## config.mk

```make
export PLATFORM = sky130hd
export DESIGN_NAME = nibble_demux_assembler_flat
export DESIGN_NICKNAME = d
export VERILOG_FILES = /design/src/rtl/nibble_demux_assembler_if.sv /design/src/rtl/nibble_demux_assembler.sv /design/src/flat_wrapper.sv
export SDC_FILE = /design/constraint.sdc
export NUM_CORES = 1
export LEC_CHECK = 0
export CAP_MARGIN = 20
export CORE_MARGIN = 5
export CORE_UTILIZATION = 29
export CTS_CLUSTER_DIAMETER = 200
export DETAILED_ROUTE_END_ITERATION = 7
export SYNTH_ARGS = -nofsm -noshare
export SYNTH_HDL_FRONTEND = slang
export SYNTH_SLANG_ARGS = --single-unit
```

## constraint.sdc

```tcl
create_clock -name clk -period 2.1 [get_ports clk]
set_input_delay 0.21 -clock clk [delete_from_list [all_inputs] [get_ports clk]]
set_output_delay 0.21 -clock clk [all_outputs]
set_load 0.1 [all_outputs]
```

## src/rtl/nibble_demux_assembler_if.sv

```systemverilog
// Nibble link bundle: tagged 4-bit input side plus the reassembled outputs.
// The master drives nibbles and the slave (assembler) drives results.
interface nibble_demux_assembler_if;
  logic       in_valid;
  logic       s;
  logic [3:0] in;
  logic [3:0] out0;
  logic [3:0] out1;
  logic [7:0] byte_out;
  logic       byte_valid;
  logic       err;
  logic       busy;

  modport master (
    output in_valid, s, in,
    input  out0, out1, byte_out, byte_valid, err, busy
  );

  modport slave (
    input  in_valid, s, in,
    output out0, out1, byte_out, byte_valid, err, busy
  );
endinterface

```

## src/rtl/nibble_demux_assembler.sv

```systemverilog
// Rebuilds a byte from a tagged low nibble followed by a high nibble on a 4-bit link,
// flagging orphan highs, repeated lows and an over-long gap between the halves.
module nibble_demux_assembler #(
  parameter int TIMEOUT = 1023,
  parameter int CNT_W   = 10
) (
  input logic                        clk,
  input logic                        rst,
  nibble_demux_assembler_if.slave    bus
);

  typedef enum logic {IDLE = 1'b0, HAVE_LO = 1'b1} state_t;

  localparam logic [CNT_W-1:0] TMAX = CNT_W'(TIMEOUT - 1);

  state_t           state, state_nxt;
  logic [CNT_W-1:0] timer, timer_nxt;
  logic [3:0]       out0_nxt, out1_nxt;
  logic [7:0]       byte_nxt;
  logic             bv_nxt, err_nxt;

  always_ff @(posedge clk) begin
    if (rst) state <= IDLE;
    else     state <= state_nxt;
  end

  always_comb begin
    state_nxt = state;
    unique case (state)
      IDLE: begin
        if (bus.in_valid && !bus.s) state_nxt = HAVE_LO;
      end
      HAVE_LO: begin
        if (bus.in_valid) begin
          if (bus.s) state_nxt = IDLE;
        end else if (timer == TMAX) begin
          state_nxt = IDLE;
        end
      end
      default: state_nxt = IDLE;
    endcase
  end

  // A presented nibble always takes priority over the timeout check.
  always_comb begin
    timer_nxt = timer;
    out0_nxt  = bus.out0;
    out1_nxt  = bus.out1;
    byte_nxt  = bus.byte_out;
    bv_nxt    = 1'b0;
    err_nxt   = 1'b0;
    unique case (state)
      IDLE: begin
        if (bus.in_valid) begin
          if (!bus.s) begin
            out0_nxt  = bus.in;
            timer_nxt = '0;
          end else begin
            err_nxt = 1'b1;
          end
        end
      end
      HAVE_LO: begin
        if (bus.in_valid) begin
          if (bus.s) begin
            out1_nxt = bus.in;
            byte_nxt = {bus.in, bus.out0};
            bv_nxt   = 1'b1;
          end else begin
            out0_nxt  = bus.in;
            err_nxt   = 1'b1;
            timer_nxt = '0;
          end
        end else if (timer == TMAX) begin
          err_nxt   = 1'b1;
          timer_nxt = '0;
        end else begin
          timer_nxt = timer + CNT_W'(1);
        end
      end
      default: timer_nxt = '0;
    endcase
  end

  // Output and timer stage: everything visible to the link is registered here.
  always_ff @(posedge clk) begin
    if (rst) begin
      timer          <= '0;
      bus.out0       <= '0;
      bus.out1       <= '0;
      bus.byte_out   <= '0;
      bus.byte_valid <= 1'b0;
      bus.err        <= 1'b0;
      bus.busy       <= 1'b0;
    end else begin
      timer          <= timer_nxt;
      bus.out0       <= out0_nxt;
      bus.out1       <= out1_nxt;
      bus.byte_out   <= byte_nxt;
      bus.byte_valid <= bv_nxt;
      bus.err        <= err_nxt;
      bus.busy       <= (state_nxt == HAVE_LO);
    end
  end

endmodule

```

## src/flat_wrapper.sv

```systemverilog
// flat-port wrapper written by rule: the top's interface ports become plain ports
module nibble_demux_assembler_flat 
#(
  parameter int TIMEOUT = 1023,
  parameter int CNT_W   = 10
)
  (clk, rst, bus_in_valid, bus_s, bus_in, bus_out0, bus_out1, bus_byte_out, bus_byte_valid, bus_err, bus_busy);
  nibble_demux_assembler_if bus_i ();
  input logic clk;
  input logic rst;
  input wire logic [$bits(bus_i.in_valid)-1:0] bus_in_valid;
  input wire logic [$bits(bus_i.s)-1:0] bus_s;
  input wire logic [$bits(bus_i.in)-1:0] bus_in;
  output wire logic [$bits(bus_i.out0)-1:0] bus_out0;
  output wire logic [$bits(bus_i.out1)-1:0] bus_out1;
  output wire logic [$bits(bus_i.byte_out)-1:0] bus_byte_out;
  output wire logic [$bits(bus_i.byte_valid)-1:0] bus_byte_valid;
  output wire logic [$bits(bus_i.err)-1:0] bus_err;
  output wire logic [$bits(bus_i.busy)-1:0] bus_busy;
  assign bus_i.in_valid = bus_in_valid;
  assign bus_i.s = bus_s;
  assign bus_i.in = bus_in;
  assign bus_out0 = bus_i.out0;
  assign bus_out1 = bus_i.out1;
  assign bus_byte_out = bus_i.byte_out;
  assign bus_byte_valid = bus_i.byte_valid;
  assign bus_err = bus_i.err;
  assign bus_busy = bus_i.busy;
  nibble_demux_assembler #(.TIMEOUT(TIMEOUT), .CNT_W(CNT_W)) u_core (.clk(clk), .rst(rst), .bus(bus_i));
endmodule
```

==> results.sh <==
export IMPL_gp_congestion=0.794
export IMPL_swShare_pct=28.4
export IMPL_max_slew_margin_pct=63.9
export IMPL_r2r_start="u_core.timer[0]$_SDFFE_PP0P_"
export IMPL_synth_area_um2=1090
export IMPL_syn_nets=144
export IMPL_skew_ns=0.0145
export IMPL_synth_edf_count=0
export IMPL_worstSetupPathType="flip-flop to flip-flop"
export IMPL_async_flop_share_pct=0
export IMPL_finalSetupViolCount=0
export IMPL_clk_latency_ns=0.27
export IMPL_multi_input_area_um2=519
export IMPL_peakVddDrop_uv=300
export IMPL_post_synth_top_area_cell="dfxtp_1"
export IMPL_post_cts_buffers=0
export IMPL_synth_flop_cell="dfxtp_1"
export IMPL_nNetsFinal=169
export IMPL_grt_usage_pct=9.74
export IMPL_synthTopCellsByArea="dfxtp_1 (46%), nand2_1 (11%), a21oi_1 (8.3%)"
export IMPL_rr_endpoint="u_core.timer[5]$_SDFFE_PP0P_"
export IMPL_syn_mean_instance_area_um2=8.11
export IMPL_finalHoldViolations=0
export IMPL_yosys_area_share_simple_pct=27.2
export IMPL_grt_pass1_vias=906
export IMPL_grt_pass1_wl_um=4110
export IMPL_routed_wl_um=2390
export IMPL_rsz0062_at_grt="no"
export IMPL_fillCellCount=389
export IMPL_hold_buffers=0
export IMPL_cts_tree="built"
export IMPL_drive_gt1_share_pct=18.4
export IMPL_initial_core_util_pct=29.9
export IMPL_grt_overflow=0
export IMPL_first_pass_iters=4
export IMPL_post_route_period_util_pct=79.5
export IMPL_drc=0
export IMPL_dieWidth_um=71.2
export IMPL_intPower_uw=654
export IMPL_worstPathRequired_ns=2.31
export IMPL_synthMuxAreaShare_pct=0.921
export IMPL_fmax_mhz=599
export IMPL_start_kind="flip-flop"
export IMPL_ys_seq_area_share_pct=46.0
export IMPL_layout_min_cycle_time_ns=1.67
export IMPL_whs_path_depth=2
export IMPL_ios=27
export IMPL_rrSetupSlack_ns=0.43
export IMPL_cp_startpoint="u_core.timer[0]$_SDFFE_PP0P_"
export IMPL_antenna_found_initial=0
export IMPL_synth_top_area_share_pct=46.0
export IMPL_p_switching_uw=259
export IMPL_seqPwrFrac_pct=53.5
export IMPL_synth_xor_area_share_pct=1.61
export IMPL_netlist_instances=134
export IMPL_rows=22
export IMPL_ys_warn_count=0
export IMPL_drt_iter0_drc=64
export IMPL_cts_root_buf="clkbuf_8"
export IMPL_final_antenna_net_count=0
export IMPL_slew_violations=0
export IMPL_leakage_nw=0.510
export IMPL_die_area_um2=5070
export IMPL_vias_per_cell=4.81
export IMPL_power_share_combinational_pct=14.5
export IMPL_dp_hpwl_um=1860
export IMPL_path_clk_slew_ns=0.10
export IMPL_drv_cap=0
export IMPL_grt_max_degree=20
export IMPL_p_per_area_nw_per_um2=660
export IMPL_seqCellArea_um2=502
export IMPL_htree_levels=1
export IMPL_area_growth_synth_to_final_pct=27.3
export IMPL_synth_seq_cells=25
export IMPL_hold_ws_ns=0.451
export IMPL_status="completed"
export IMPL_worst_pin_slew_ns=0.539
export IMPL_clock_sinks=25
export IMPL_synth_compound_area_share_pct=15.8
export IMPL_holdCritStartpoint="u_core.bus.out0[3]$_SDFFE_PP0P_"
export IMPL_hold_path_class="flip-flop to flip-flop"
export IMPL_die_y_um=71.2
export IMPL_cts_made_buffers=3
export IMPL_worstSetupEndpointType="flip-flop"
export IMPL_io_buffer_count=26
export IMPL_synth_fa_ha_area_share_pct=2.30
export IMPL_cts_max_path_buffers=2
export IMPL_crit_arrival_ns=1.88
export IMPL_r2r_worst_path_cells=6
export IMPL_core_area_um2=3630
export IMPL_post_cts_resized=0
export IMPL_n_antenna_cell=0
export IMPL_synth_top_family_by_area="simple AND/OR/NAND/NOR gates"
export IMPL_hold_end="u_core.bus.byte_out[3]$_SDFFE_PP0P_"
export IMPL_setup_tns_ns=0
export IMPL_clock_power_share_pct=32.0
export IMPL_routed_via_count=990
export IMPL_wl_per_cell_um=11.6
export IMPL_synth_cell_types=27
export IMPL_cp_max_fo=6
export IMPL_fin_util_pct=38.1
-- through the flow --
step	std cells	power, mW	setup slack (ns)	area, um^2
global route	206	0.948	0.311	1380
detailed placement	202	0.633	0.298	1340
floorplan	134	0.592	0.283	1090
finish	206	0.913	0.430	1380
global placement	202	0.632	0.331	1340
CTS	206	0.920	0.432	1380
-- critical path: stages, from the launching register on --
cell and delay, ns:
dfxtp_1 0.42, inv_1 0.06, ha_1 0.19, and4_1 0.24, a31o_1 0.28, or3_1 0.34, o21ai_0 0.07
-- state kept, by name, indices dropped and copies added (netlist names) --
register and flops:
u_core.bus.byte_valid 1, u_core.bus.out0 4, u_core.bus.byte_out 8, u_core.timer 10
u_core.bus.busy 1, u_core.bus.err 1
-- area by class of cell --
cell class                 instances  share of cell area (%)
clock buffer                       3                    2.98
clock inverter                     1                   0.542
tap                               48                    4.34
inverter                           5                    1.36
sequential                        25                    36.3
timing repair buffer              29                    17.0
multi-input combinational         95                    37.5
-- per-layer routing --
metal,wire length [um],global-route usage (%),vias up
li1,-,-,506
met1,1100,11.8,459
met2,1130,16.8,23
met3,155,2.81,2
met4,12,2.51,0
met5,0,0,-
-- Yosys cell counts (2+ instances only) --
| cell type | count |
|---|---|
| or3_1 | 3 |
| nand4_1 | 3 |
| clkbuf_1 | 5 |
| o21ai_0 | 8 |
| nand3_1 | 5 |
| xor2_1 | 2 |
| nand2_1 | 33 |
| nor2_1 | 2 |
| inv_1 | 5 |
| and4_1 | 3 |
| ha_1 | 2 |
| dfxtp_1 | 25 |
| a21oi_1 | 18 |
| buf_4 | 4 |
| and3_1 | 2 |
| nor2b_1 | 3 |
-- power groups by stage --
stage	clock [mW]	sequential, mW	combinational, mW
3_5_place_dp	0	0.500	0.133
3_3_place_gp	0	0.500	0.133
4_1_cts	0.297	0.489	0.134
5_1_grt	0.316	0.490	0.141
2_1_floorplan	0	0.552	0.0405
6_report	0.292	0.489	0.132
-- placed cells by master (no fill, tap or decap), types with 3 or more instances in the layout --
master / instances
nor2b_1: 3
nand2_1: 33
inv_1: 5
dfxtp_1: 24
o21ai_0: 8
clkbuf_8: 3
a21oi_1: 18
buf_4: 22
clkdlybuf4s50_1: 7
nand3_1: 5
and4_1: 3
or3_1: 3
nand4_1: 3
-- cells by family after synthesis --
| group | after synthesis |
|---|---|
| simple gates | 59 |
| compound gates | 31 |
| flops | 25 |
| buf+inv | 14 |
| xor+xnor | 2 |
| fa+ha+maj | 2 |
| mux | 1 |
-- how the worst max path moves through the flow --
stage,slack [ns],endpoint,depth (start not counted)
5_1_grt,0.31,u_core.timer[7]$_SDFFE_PP0P_,6
3_3_place_gp,0.33,u_core.timer[5]$_SDFFE_PP0P_,5
2_1_floorplan,0.28,u_core.timer[5]$_SDFFE_PP0P_,4
3_5_place_dp,0.30,u_core.timer[5]$_SDFFE_PP0P_,5
6_report,0.43,u_core.timer[5]$_SDFFE_PP0P_,6
4_1_cts,0.43,u_core.timer[5]$_SDFFE_PP0P_,6
(Power assumes the default switching activity.)
